File: config.mk
export PLATFORM = sky130hd
export DESIGN_NAME = nv_nvdla_csb_initiator
export DESIGN_NICKNAME = d
export VERILOG_FILES = /design/src/rtl/nv_nvdla_csb_pkg.sv /design/src/rtl/nv_nvdla_csb_init_tmo.sv /design/src/rtl/nv_nvdla_csb_initiator.sv
export SDC_FILE = /design/constraint.sdc
export NUM_CORES = 1
export LEC_CHECK = 0
export CORE_UTILIZATION = 43
export CTS_CLUSTER_DIAMETER = 40
export DETAILED_ROUTE_END_ITERATION = 7
export PLACE_DENSITY = 0.88
export SYNTH_ARGS = -nofsm -noshare
export SYNTH_HDL_FRONTEND = slang
export SYNTH_SLANG_ARGS = --single-unit
File: constraint.sdc
create_clock -name nvdla_core_clk -period 8.8 [get_ports nvdla_core_clk]
set_input_delay 1.76 -clock nvdla_core_clk [delete_from_list [all_inputs] [get_ports nvdla_core_clk]]
set_output_delay 1.76 -clock nvdla_core_clk [all_outputs]
set_load 0.005 [all_outputs]
File: src/rtl/nv_nvdla_csb_pkg.sv
// -----------------------------------------------------------------------------
// nv_nvdla_csb_pkg
// Shared definitions for the CSB initiator toward the GLB register slave:
//   - csb2glb request packet field offsets/widths and a packing helper
//   - glb2csb response packet field offsets and response type codes
//   - constant request fields (source privilege, byte enables, level)
//   - FSM state encoding of the initiator
// No ports (package).
// -----------------------------------------------------------------------------
package nv_nvdla_csb_pkg;

   localparam int ADDR_W    = 22;
   localparam int DATA_W    = 32;
   localparam int WRBE_W    = 4;
   localparam int LEVEL_W   = 2;
   localparam int REQ_PD_W  = 63;
   localparam int RESP_PD_W = 34;

   // csb2glb_req_pd layout
   localparam int PD_ADDR_LSB    = 0;
   localparam int PD_WDAT_LSB    = 22;
   localparam int PD_WRITE_BIT   = 54;
   localparam int PD_NPOSTED_BIT = 55;
   localparam int PD_SRCPRIV_BIT = 56;
   localparam int PD_WRBE_LSB    = 57;
   localparam int PD_LEVEL_LSB   = 61;

   // glb2csb_resp_pd layout
   localparam int RSP_RDAT_LSB  = 0;
   localparam int RSP_ERROR_BIT = 32;
   localparam int RSP_TYPE_BIT  = 33;

   // Response type codes
   localparam logic RSP_READ = 1'b0;
   localparam logic RSP_WACK = 1'b1;

   // Constant request fields
   localparam logic               SRCPRIV_DEF = 1'b1;
   localparam logic [WRBE_W-1:0]  WRBE_DEF    = 4'hF;
   localparam logic [LEVEL_W-1:0] LEVEL_DEF   = 2'b00;

   typedef enum logic [1:0] {
      ST_IDLE = 2'd0,
      ST_REQ  = 2'd1,
      ST_WAIT = 2'd2,
      ST_RSP  = 2'd3
   } csb_state_e;

   function automatic logic [REQ_PD_W-1:0] pack_req(
      input logic [ADDR_W-1:0] addr,
      input logic [DATA_W-1:0] wdat,
      input logic              write,
      input logic              nposted
   );
      logic [REQ_PD_W-1:0] pd;
      pd                              = '0;
      pd[PD_ADDR_LSB +: ADDR_W]       = addr;
      pd[PD_WDAT_LSB +: DATA_W]       = wdat;
      pd[PD_WRITE_BIT]                = write;
      pd[PD_NPOSTED_BIT]              = nposted;
      pd[PD_SRCPRIV_BIT]              = SRCPRIV_DEF;
      pd[PD_WRBE_LSB +: WRBE_W]       = WRBE_DEF;
      pd[PD_LEVEL_LSB +: LEVEL_W]     = LEVEL_DEF;
      return pd;
   endfunction

endpackage

File: src/rtl/nv_nvdla_csb_init_tmo.sv
// -----------------------------------------------------------------------------
// nv_nvdla_csb_init_tmo
// Response-timeout counter for the CSB initiator. Cleared when the initiator
// enters WAIT, advances once per WAIT cycle, and flags expiry on the
// TIMEOUT_CYCLES-th WAIT cycle.
// Ports:
//   i_clk      in  1  clock
//   i_rst      in  1  asynchronous active-high reset
//   i_clear    in  1  restart count (WAIT entry)
//   i_count    in  1  initiator is in WAIT this cycle
//   o_expired  out 1  this WAIT cycle is the last one before timeout
// -----------------------------------------------------------------------------
module nv_nvdla_csb_init_tmo #(
   parameter int TIMEOUT_W      = 16,
   parameter int TIMEOUT_CYCLES = 4096
) (
   input  logic i_clk,
   input  logic i_rst,
   input  logic i_clear,
   input  logic i_count,
   output logic o_expired
);

   // The first WAIT cycle sees a count of 0, so the N-th sees N-1.
   localparam logic [TIMEOUT_W-1:0] LAST = TIMEOUT_W'(TIMEOUT_CYCLES - 1);

   logic [TIMEOUT_W-1:0] r_cnt;

   always_ff @(posedge i_clk or posedge i_rst) begin
      if (i_rst) begin
         r_cnt <= '0;
      end else if (i_clear) begin
         r_cnt <= '0;
      end else if (i_count) begin
         r_cnt <= r_cnt + 1'b1;
      end
   end

   assign o_expired = i_count && (r_cnt == LAST);

endmodule

File: src/rtl/nv_nvdla_csb_initiator.sv
// -----------------------------------------------------------------------------
// nv_nvdla_csb_initiator
// CSB master for the GLB register slave. Accepts one host register command at a
// time, issues it as a csb2glb request packet and returns the GLB read data or
// write ack to the host. Posted writes complete as soon as the request is
// accepted; reads and non-posted writes wait for the GLB response.
//
// Handshakes: a transfer happens on a rising clock edge where valid and ready
// are both high; a valid source keeps valid and payload stable until then.
// glb2csb responses have no ready and are consumed in the cycle they appear.
//
// Build option: NVDLA_CSB_INIT_TIMEOUT_EN adds a WAIT timeout of TIMEOUT_CYCLES
// cycles; without it WAIT lasts until a response and host_rsp_timeout is 0.
//
// Ports:
//   nvdla_core_clk      in   1   clock
//   nvdla_core_rst      in   1   asynchronous active-high reset
//   host_cmd_*          in/out   command (valid/ready, addr, wdat, write, nposted)
//   host_rsp_*          in/out   result (valid/ready, rdat, error, timeout)
//   csb2glb_req_*       out/in   request packet (pvld/prdy, 63-bit pd)
//   glb2csb_resp_*      in       response packet (valid, 34-bit pd)
//   stray_resp_err      out  1   sticky: response with nothing outstanding
//   busy                out  1   FSM not idle
//   dbg_state           out  2   FSM state (csb_state_e encoding)
// -----------------------------------------------------------------------------
module nv_nvdla_csb_initiator
   import nv_nvdla_csb_pkg::*;
#(
   parameter int TIMEOUT_W      = 16,
   parameter int TIMEOUT_CYCLES = 4096
) (
   input  logic                  nvdla_core_clk,
   input  logic                  nvdla_core_rst,
   input  logic                  host_cmd_valid,
   output logic                  host_cmd_ready,
   input  logic [ADDR_W-1:0]     host_cmd_addr,
   input  logic [DATA_W-1:0]     host_cmd_wdat,
   input  logic                  host_cmd_write,
   input  logic                  host_cmd_nposted,
   output logic                  host_rsp_valid,
   input  logic                  host_rsp_ready,
   output logic [DATA_W-1:0]     host_rsp_rdat,
   output logic                  host_rsp_error,
   output logic                  host_rsp_timeout,
   output logic                  csb2glb_req_pvld,
   input  logic                  csb2glb_req_prdy,
   output logic [REQ_PD_W-1:0]   csb2glb_req_pd,
   input  logic                  glb2csb_resp_valid,
   input  logic [RESP_PD_W-1:0]  glb2csb_resp_pd,
   output logic                  stray_resp_err,
   output logic                  busy,
   output logic [1:0]            dbg_state
);

   if (TIMEOUT_CYCLES < 1 || TIMEOUT_CYCLES >= (1 << TIMEOUT_W)) begin : g_bad_timeout
      $error("TIMEOUT_CYCLES must be in 1 .. 2**TIMEOUT_W-1");
   end

   csb_state_e            r_state;
   csb_state_e            w_next_state;
   logic [REQ_PD_W-1:0]   r_pd;
   logic [DATA_W-1:0]     r_rdat;
   logic                  r_error;
   logic                  r_stray;

   logic                  w_cmd_accept;
   logic                  w_nonposted;
   logic                  w_resp_take;
   logic                  w_load_rsp;
   logic [DATA_W-1:0]     w_rsp_rdat;
   logic                  w_rsp_error;
   logic [DATA_W-1:0]     w_cap_rdat;
   logic                  w_cap_error;
   logic                  w_exp_type;

`ifdef NVDLA_CSB_INIT_TIMEOUT_EN
   logic                  w_tmo_clear;
   logic                  w_tmo_expired;
   logic                  w_rsp_timeout;
   logic                  r_timeout;
`endif

   assign w_cmd_accept = (r_state == ST_IDLE) && host_cmd_valid;
   // Reads always need a response; writes only when flagged non-posted.
   assign w_nonposted  = !r_pd[PD_WRITE_BIT] || r_pd[PD_NPOSTED_BIT];

   // Captured response: write acks carry no data back to the host, and a
   // response of the wrong type for the outstanding command is an error.
   assign w_exp_type  = r_pd[PD_WRITE_BIT] ? RSP_WACK : RSP_READ;
   assign w_cap_rdat  = r_pd[PD_WRITE_BIT] ? '0 : glb2csb_resp_pd[RSP_RDAT_LSB +: DATA_W];
   assign w_cap_error = glb2csb_resp_pd[RSP_ERROR_BIT] ||
                        (glb2csb_resp_pd[RSP_TYPE_BIT] != w_exp_type);

   always_ff @(posedge nvdla_core_clk or posedge nvdla_core_rst) begin
      if (nvdla_core_rst) begin
         r_state <= ST_IDLE;
      end else begin
         r_state <= w_next_state;
      end
   end

   always_comb begin
      w_next_state = r_state;
      w_load_rsp   = 1'b0;
      w_rsp_rdat   = '0;
      w_rsp_error  = 1'b0;
      w_resp_take  = 1'b0;
`ifdef NVDLA_CSB_INIT_TIMEOUT_EN
      w_rsp_timeout = 1'b0;
`endif
      case (r_state)
         ST_IDLE: begin
            if (host_cmd_valid) begin
               w_next_state = ST_REQ;
            end
         end
         ST_REQ: begin
            if (csb2glb_req_prdy) begin
               if (!w_nonposted) begin
                  w_next_state = ST_RSP;
                  w_load_rsp   = 1'b1;
               end else if (glb2csb_resp_valid) begin
                  // Response in the handshake cycle belongs to this request.
                  w_next_state = ST_RSP;
                  w_load_rsp   = 1'b1;
                  w_resp_take  = 1'b1;
                  w_rsp_rdat   = w_cap_rdat;
                  w_rsp_error  = w_cap_error;
               end else begin
                  w_next_state = ST_WAIT;
               end
            end
         end
         ST_WAIT: begin
            if (glb2csb_resp_valid) begin
               // Checked before expiry so a response on the last cycle wins.
               w_next_state = ST_RSP;
               w_load_rsp   = 1'b1;
               w_resp_take  = 1'b1;
               w_rsp_rdat   = w_cap_rdat;
               w_rsp_error  = w_cap_error;
            end
`ifdef NVDLA_CSB_INIT_TIMEOUT_EN
            else if (w_tmo_expired) begin
               w_next_state  = ST_RSP;
               w_load_rsp    = 1'b1;
               w_rsp_error   = 1'b1;
               w_rsp_timeout = 1'b1;
            end
`endif
         end
         ST_RSP: begin
            if (host_rsp_ready) begin
               w_next_state = ST_IDLE;
            end
         end
         default: begin
            w_next_state = ST_IDLE;
         end
      endcase
   end

   always_ff @(posedge nvdla_core_clk or posedge nvdla_core_rst) begin
      if (nvdla_core_rst) begin
         r_pd    <= '0;
         r_rdat  <= '0;
         r_error <= 1'b0;
         r_stray <= 1'b0;
      end else begin
         if (w_cmd_accept) begin
            r_pd <= pack_req(host_cmd_addr, host_cmd_wdat, host_cmd_write, host_cmd_nposted);
         end
         if (w_load_rsp) begin
            r_rdat  <= w_rsp_rdat;
            r_error <= w_rsp_error;
         end
         // Any response not consumed by an outstanding request is dropped.
         if (glb2csb_resp_valid && !w_resp_take) begin
            r_stray <= 1'b1;
         end
      end
   end

`ifdef NVDLA_CSB_INIT_TIMEOUT_EN
   assign w_tmo_clear = (r_state == ST_REQ) && csb2glb_req_prdy && w_nonposted &&
                        !glb2csb_resp_valid;

   nv_nvdla_csb_init_tmo #(
      .TIMEOUT_W      (TIMEOUT_W),
      .TIMEOUT_CYCLES (TIMEOUT_CYCLES)
   ) u_tmo (
      .i_clk     (nvdla_core_clk),
      .i_rst     (nvdla_core_rst),
      .i_clear   (w_tmo_clear),
      .i_count   (r_state == ST_WAIT),
      .o_expired (w_tmo_expired)
   );

   always_ff @(posedge nvdla_core_clk or posedge nvdla_core_rst) begin
      if (nvdla_core_rst) begin
         r_timeout <= 1'b0;
      end else if (w_load_rsp) begin
         r_timeout <= w_rsp_timeout;
      end
   end

   assign host_rsp_timeout = r_timeout;
`else
   assign host_rsp_timeout = 1'b0;
`endif

   assign host_cmd_ready   = (r_state == ST_IDLE);
   assign csb2glb_req_pvld = (r_state == ST_REQ);
   assign csb2glb_req_pd   = r_pd;
   assign host_rsp_valid   = (r_state == ST_RSP);
   assign host_rsp_rdat    = r_rdat;
   assign host_rsp_error   = r_error;
   assign stray_resp_err   = r_stray;
   assign busy             = (r_state != ST_IDLE);
   assign dbg_state        = r_state;

endmodule

==> results of run 1 <==
-- cells by family (layout without fill, tap and decap cells) --
logic type               count (synthesis)  count (layout)  synth area share (%)
AND/OR/NAND/NOR                         76              76                  7.93
adder cells (fa/ha/maj)                  5               5                  1.60
XOR/XNOR                                 1               1                 0.224
multiplexers                            56              56                  16.1
other                                    1               3                0.0958
buffers and inverters                   28             220                  5.02
flip-flops                              93              93                  59.5
AO/OA/AOI/OAI                           45              45                  9.53
-- power groups by stage --
stage	Clock (W)	Sequential, W	Combinational (W)
global route	0.000353	0.000768	0.000963
CTS	0.000336	0.000743	0.000907
global placement	0	0.000739	0.000873
finish	0.000326	0.000740	0.000891
floorplan	0	0.000756	0.000353
detailed placement	0	0.000752	0.000904
-- placed cells by master (no fill, tap or decap) --
cell             synthesis  routed
a21o_1                   1       1
a21oi_1                  1       1
a22o_2                   1       1
a32oi_1                  1       1
and2b_1                  1       1
buf_4                    8       4
bufinv_16                0       2
clkbuf_8                 0       9
clkdlybuf4s50_1          0     196
clkinv_2                 0       1
clkinvlp_4               0       2
conb_1                   1       3
dfrtp_1                 93      93
ha_1                     5       5
inv_1                    4       3
inv_6                    0       1
inv_8                    0       2
mux2_1                  56      56
nand2_1                 67      66
nand2_2                  1       2
nand2b_1                 4       4
nor2_1                   2       2
nor3b_4                  0       1
o2111a_1                 1       1
o211ai_1                 1       1
o211ai_4                 0       1
o21ai_0                  2       2
o21ai_1                  4       4
o21ai_2                 32      32
xor2_1                   1       1
-- through the flow --
step / std cells / area, sq um / total power [W] / util, % / hold slack [ns]
floorplan: 307 / 3920 / 0.00111 / - / 0.451
global placement: 591 / 5880 / 0.00161 / 67.1 / 0.448
detailed placement: 591 / 5880 / 0.00166 / 67.1 / 0.450
CTS: 607 / 6110 / 0.00199 / 69.8 / 0.470
global route: 607 / 6110 / 0.00208 / 69.8 / 0.497
finish: 607 / 6110 / 0.00196 / 69.8 / 0.464
-- routing by layer --
layer | GRT usage [%] | vias up
met4 | 6.45 | 0
met1 | 24.4 | 1401
met5 | 0 | -
met2 | 37.6 | 124
met3 | 5.40 | 13
li1 | - | 1405
-- worst max-delay path: cells and delay by family --
kind | cells | cell delay [ns]
AOI/OAI and AO/OA | 2 | 0.73
and+or+nand+nor | 1 | 0.15
buffers and inverters | 2 | 1.13
-- area by class of cell --
type,count,area [sq um],share of cell area (%)
tap,108,135,2.21
clock inverter,7,106,1.74
inverter,4,16.3,0.266
multi-input combinational,186,1410,23.1
sequential,93,2330,38.1
timing repair buffer,200,1990,32.6
clock buffer,9,124,2.03
-- flip-flops by register name (all words and copies together), names as in the netlist --
register	count
host_rsp_error	1
host_rsp_rdat	32
csb2glb_req_pd	57
dbg_state	2
stray_resp_err	1
-- path summary, 6_finish.rpt --
check / start / to / slack [ns] / depth (start not counted)
max: glb2csb_resp_valid / host_rsp_rdat[28] / 5.26 / 5
min: stray_resp_err / stray_resp_err / 0.46 / 1
max reg2reg: dbg_state[1] / host_rsp_rdat[28] / 6.45 / 7
min reg2reg: stray_resp_err / stray_resp_err / 0.46 / 1
max in group asynchronous: nvdla_core_rst / csb2glb_req_pd[34] / 5.89 / 3
min in group asynchronous: nvdla_core_rst / csb2glb_req_pd[45] / 1.73 / 2
==> results_dict.tcl, run 1 <==
set metrics [dict create \
    status "completed" \
    yosysWarningCount 0 \
    final_hold_viol_count 0 \
    dpl.hpwl_mm 7.40 \
    drc_errors 0 \
    syn-cell-area_sq_um 3910 \
    vdd_ir_drop_max_uv 209 \
    grt_max_degree 68 \
    track_usage_pct 20.9 \
    async_reset_ff_share_pct 100 \
    p_sw_w 0.000612 \
    start_kind "input pin" \
    numPortBuffers 196 \
    totalWireLength_mm 9.63 \
    drive_gt1_share_pct 11.6 \
    fin_crit_sh_pct 40.2 \
    yosysSeqAreaShare_pct 59.5 \
    drv_slew 0 \
    clock_path_buffers 2 \
    clkSinkCount 93 \
    clk_latency_ns 0.34 \
    m1WireLength_mm 3.86 \
    dpl_worst_slack_ns 4.90 \
    syn_to_final_growth_pct 56.3 \
    power_density_nw_per_um2 320 \
    pwr-share-seq_pct 37.8 \
    placementRows 34 \
    crit_slowest_cell "o211ai_4" \
    synth_edf_count 0 \
    fmax_mhz 283 \
    dr.pass1.iters 4 \
    cts_resized 0 \
    ctsRootBufferMaster "clkbuf_8" \
    vias_per_cell 4.85 \
    die_w_um 97.4 \
    synth_area_leaders "dfrtp_1, mux2_1, o21ai_2" \
    yosys.area.top_type "dfrtp_1" \
    hold_path.class "register to register" \
    synth_ff_type "dfrtp_1" \
    synth_cell_types 26 \
    diodes 0 \
    syn_avg_cell_area_sq_um 12.8 \
    crit_chain "clkdlybuf4s50_1, o211ai_4, buf_4, nand2_1, o21ai_2" \
    highest-signal-layer "met4" \
    grt_overflow 0 \
    fin_tns_setup_ns 0 \
    num_vias 2943 \
    drt_iter0_markers 77 \
    drv_cap 0 \
    tritoncts "done" \
    initial_core_util_pct 44.6 \
    synthCells 305 \
    fin_ws_ns 5.26 \
    slew_headroom_pct 44.3 \
    place.gp.congestion 0.770 \
    synthTopCellsByCount "dfrtp_1, nand2_1, mux2_1" \
    fin_worst_skew_ns 0.00868 \
    fp.dieArea_sq_um 9480 \
    synth_top_area_share_pct 59.5 \
    core_sq_um 8760 \
    cts_max_level 3 \
    fillers 661 \
    synth_most_common_cell "dfrtp_1" \
    combPwrFrac_pct 45.5 \
    ant_nets 0 \
    swShare_pct 31.3 \
    worstMarginPinSlew_ns 0.836 \
    nets 595 \
    critical_path.max_stage_delay_ns 0.65 \
    wl_met3_um 599 \
    cp-end-kind "register" \
    leakagePower_nw 2.54 \
    avgRoutedWirePerCell_um 15.9 \
    crit_path_max_fanout 46 \
    rsz0062_at_grt "false" \
    cts_buffers 9 \
    crit_required_ns 9.08 \
    grt_pass1_wl_mm 15.6 \
    ios 200 \
    grt_pass1_vias 2950 \
    setup_viol 0 \
    die_h_um 97.4 \
    wl_met2_mm 4.98 \
    clock_power_share_pct 16.7 \
    antenna_found_initial 0 \
    postCtsSetupRepairBufs 0 \
    period_minus_slack_ns 3.54 \
    clk_pin_slew_ns 0.10 \
    cp_data_arrival_time_ns 3.81 \
    internal_power_w 0.00134 \
    cts_hold_buf 0 \
    crit_type "input pin to register" \
    ys_seq_elements 93 \
]
No activity file was read; power rests on OpenSTA's default activity.
==> run 2, diff against run 1 <==
- CORE_UTILIZATION: 43 -> 36
- PLACE_DENSITY: 0.88 -> 0.79
- clock period: 8.8 -> 3.1 ns (I/O delays scaled with it)
==> results_dict.tcl, run 2 (synthesized netlist as in run 1, its figures left out) <==
set metrics [dict create \
    path_buf_inv 2 \
    slew_headroom_pct 52.1 \
    drc_errors 0 \
    postCtsSetupRepairBufs 0 \
    place.gp.congestion 0.788 \
    drive_gt1_share_pct 11.8 \
    clk_latency_ns 0.35 \
    stdcell_area_sq_um 6130 \
    leakagePower_nw 2.53 \
    syn_to_final_growth_pct 56.6 \
    nets 596 \
    period_minus_slack_ns 2.35 \
    fin_tns_setup_ns 0 \
    dr.pass1.iters 4 \
    fp.dieArea_sq_um 11300 \
    drv_slew 0 \
    cts_hold_buf 0 \
    multi_input_area_sq_um 1410 \
    layout_common_cells "clkdlybuf4s50_1, dfrtp_1, nand2_1" \
    diodes 0 \
    cp_data_arrival_time_ns 1.73 \
    dpl_worst_slack_ns 0.800 \
    fillers 897 \
    track_usage_pct 16.5 \
    start_kind "register" \
    fin_worst_skew_ns 0.0136 \
    crit_slowest_cell "clkdlybuf4s50_1" \
    fmax_mhz 425 \
    status "completed" \
    place_area_sq_um 5950 \
    setup_viol 0 \
    cts_resized 0 \
    cp-end-kind "primary output" \
    die_h_um 106 \
    antenna_found_initial 0 \
    grt_overflow 0 \
    vdd_ir_drop_max_uv 659 \
    initial_core_util_pct 37.6 \
    vias_per_cell 4.58 \
    ios 200 \
    cts_buffers 9 \
    crit_start "dbg_state[1]" \
    finish.utilization_pct 58.8 \
    critical_path.max_stage_delay_ns 0.54 \
    placementRows 37 \
    grt_pass1_vias 3034 \
    dpl.hpwl_mm 6.90 \
    crit_path_max_fanout 6 \
    totalWireLength_mm 9.18 \
    reg2reg_from "dbg_state[0]" \
    largest_reg_flops 57 \
    numPortBuffers 196 \
    drt_iter0_markers 71 \
    min_from "stray_resp_err" \
    tritoncts "done" \
    drv_cap 0 \
    path_depth 3 \
    layout_commonest_cell "clkdlybuf4s50_1" \
    ant_nets 0 \
    crit_required_ns 2.48 \
    crit_chain "inv_1, ha_1, clkdlybuf4s50_1" \
    rr_worst_depth 5 \
    clock_path_buffers 2 \
    hold_path.class "register to register" \
    crit_type "register to primary output" \
    grt_pass1_wl_mm 14.6 \
    clk_pin_slew_ns 0.09 \
    fin_ws_ns 0.748 \
    core_sq_um 10400 \
    regArea_sq_um 2330 \
    whs_path_depth 1 \
    die_w_um 106 \
    worstMarginPinSlew_ns 0.719 \
    p_total_w 0.00534 \
    num_vias 2911 \
    grt_max_degree 66 \
    crit_family "buffers and inverters" \
    avgRoutedWirePerCell_um 14.4 \
    rsz0062_at_grt "false" \
    cts_max_level 3 \
    final_hold_viol_count 0 \
    fin_crit_sh_pct 75.9 \
    power_density_nw_per_um2 871 \
    clkSinkCount 93 \
    ctsRootBufferMaster "clkbuf_8" \
]
[run 2: cell count changes in the layout (fill, tap and decap cells not counted), sizes merged]
cell      previous run  this run
buf                  4         5
bufinv               2         0
clkinv               1         4
clkinvlp             2         1
[run 2: area by class of cell]
cell class | instances | area share [%]
clock buffers | 9 | 2.02
clock inverters | 7 | 0.797
inverters | 4 | 0.286
multi-input cells | 186 | 23.1
flip-flops and latches | 93 | 38.0
well taps | 136 | 2.78
repair buffers | 201 | 33.0
[run 2: routing by layer]
| metal | vias up | wire length (um) | GRT usage (%) |
|---|---|---|---|
| met4 | 0 | 173 | 6.15 |
| met3 | 15 | 622 | 4.29 |
| met2 | 121 | 4640 | 28.8 |
| met1 | 1376 | 3740 | 19.4 |
| met5 | - | 0 | 0 |
| li1 | 1399 | - | - |
[run 2: path summary, 6_finish.rpt]
path	end	slack [ns]
hold / removal	stray_resp_err	0.47
hold reg to reg	stray_resp_err	0.47
min in group asynchronous	csb2glb_req_pd[47]	0.53
setup reg to reg	csb2glb_req_pd[9]	1.13
max in group asynchronous	csb2glb_req_pd[13]	1.92
setup / recovery	csb2glb_req_pvld	0.75
[run 2: power breakdown]
group	switching (W)	internal, W
sequential	0.000316	0.00179
combinational	0.000943	0.00157
clock	0.000424	0.000295
[run 2: per-stage QoR]
stage / cells / hold WS [ns]
finish: 636 / 0.467
global route: 636 / 0.502
floorplan: 307 / 0.451
global placement: 620 / 0.447
CTS: 636 / 0.469
detailed placement: 620 / 0.445
==> run 3, diff against run 2 <==
- CORE_UTILIZATION: 36 -> 40
- PLACE_DENSITY: 0.79 -> 0.83
- clock period: 3.1 -> 2.3 ns (I/O delays scaled with it)
==> results_dict.tcl, run 3 (synthesized netlist as in run 1, its figures left out) <==
set metrics [dict create \
    drv_slew 0 \
    track_usage_pct 18.5 \
    stdcell_area_sq_um 6160 \
    nets 600 \
    core_sq_um 9370 \
    die_w_um 101 \
    hold_path.class "register to register" \
    crit_required_ns 1.84 \
    vdd_ir_drop_max_uv 575 \
    final_hold_viol_count 0 \
    drv_cap 0 \
    cts_max_level 3 \
    crit_chain "inv_1, ha_1, inv_1, clkdlybuf4s50_1" \
    die_h_um 101 \
    initial_core_util_pct 41.7 \
    layout_commonest_cell "clkdlybuf4s50_1" \
    ios 200 \
    cts_hold_buf 0 \
    start_kind "register" \
    fin_worst_skew_ns 0.0133 \
    drc_errors 0 \
    fp.dieArea_sq_um 10200 \
    status "completed" \
    avgRoutedWirePerCell_um 14.4 \
    tritoncts "done" \
    grt_overflow 0 \
    ctsRootBufferMaster "clkbuf_8" \
    place.gp.congestion 0.764 \
    clock_path_buffers 2 \
    cts_buffers 9 \
    num_vias 2954 \
    cp-end-kind "primary output" \
    setup_viol 0 \
    cp_data_arrival_time_ns 1.74 \
    crit_path_max_fanout 5 \
    fin_crit_sh_pct 95.9 \
    vias_per_cell 4.67 \
    diodes 0 \
    antenna_found_initial 0 \
    fmax_mhz 454 \
    placementRows 35 \
    dr.pass1.iters 4 \
    path_buf_inv 3 \
    crit_slowest_cell "clkdlybuf4s50_1" \
    ant_nets 0 \
    clk_pin_slew_ns 0.09 \
    leakagePower_nw 2.55 \
    syn_to_final_growth_pct 57.5 \
    grt_pass1_vias 3078 \
    critical_path.max_stage_delay_ns 0.50 \
    largest_reg_flops 57 \
    crit_type "register to primary output" \
    crit_top_cell "inv_1" \
    dpl.hpwl_mm 6.86 \
    clkSinkCount 93 \
    slew_headroom_pct 62.3 \
    period_minus_slack_ns 2.20 \
    clk_latency_ns 0.36 \
    worstMarginPinSlew_ns 0.562 \
    grt_max_degree 94 \
    place_area_sq_um 5990 \
    numPortBuffers 196 \
    rsz0062_at_grt "false" \
    layout_common_cells "clkdlybuf4s50_1, dfrtp_1, nand2_1" \
    drive_gt1_share_pct 12.7 \
    power_density_nw_per_um2 1180 \
    totalWireLength_mm 9.10 \
    crit_family "buffers and inverters" \
    fin_tns_setup_ns 0 \
    grt_pass1_wl_mm 14.6 \
    drt_iter0_markers 55 \
]
[run 3: cell types whose count changed in the layout (fill, tap and decap cells not counted)]
| cell | change |
|---|---|
| buf_12 | +1 |
| buf_4 | +3 |
| clkinv_4 | -1 |
| clkinvlp_4 | +1 |
| dfrtp_1 | -1 |
| dfrtp_2 | +1 |
| inv_4 | -1 |
| inv_6 | +1 |
[run 3: power breakdown]
part	internal [W]	switching, W
Clock	0.000399	0.000592
Combinational	0.00216	0.00129
Sequential	0.00241	0.000420
Total	0.00497	0.00230
[run 3: through the flow]
stage          power (W)  hold slack (ns)  instances  utilization (%)  setup slack, ns
2_1_floorplan    0.00425            0.451        307                -            0.618
3_3_place_gp     0.00624            0.450        617             63.9            0.230
3_5_place_dp     0.00637            0.453        617             63.9            0.160
4_1_cts          0.00738            0.479        633             65.7           0.0731
5_1_grt          0.00777            0.499        633             65.8           0.0163
6_report         0.00727            0.473        633             65.8           0.0950
[run 3: worst paths after layout]
path	startpoint	end	slack, ns	cells past startpoint
max	dbg_state[0]	busy	0.1	4
min	stray_resp_err	stray_resp_err	0.47	1
max reg2reg	dbg_state[1]	host_rsp_rdat[3]	0.41	7
min reg2reg	stray_resp_err	stray_resp_err	0.47	1
max in group asynchronous	nvdla_core_rst	dbg_state[1]	1.29	3
min in group asynchronous	nvdla_core_rst	csb2glb_req_pd[12]	0.58	3
[run 3: repair_timing]
action	in CTS	in global routing
resized for setup	0	1
setup buffers	0	0
setup endpoints to repair	0	2
[run 3: worst reg2reg max path: stages, from the launching register on]
cell	delay, ns
dfrtp_2	0.41
inv_1	0.10
ha_1	0.26
a22o_2	0.32
o211ai_4	0.24
buf_12	0.31
nand2_1	0.13
o21ai_2	0.06
[run 3: area by class of cell]
cell class	count	area [sq um]
fillers	762	3210
flip-flops and latches	93	2330
repair buffers	205	2070
multi-input cells	186	1410
well taps	129	161
clock buffers	9	124
clock inverters	7	48.8
inverters	4	18.8
[run 3: metal layers]
| metal | routed length (um) | part of all wire, % | vias to the layer above | track usage [%] |
|---|---|---|---|---|
| li1 | - | - | 1406 | - |
| met1 | 3580 | 39 | 1395 | 20.7 |
| met2 | 4530 | 50 | 132 | 32.6 |
| met3 | 755 | 8.3 | 21 | 5.83 |
| met4 | 228 | 2.5 | 0 | 7.69 |
| met5 | 0 | 0 | - | 0 |
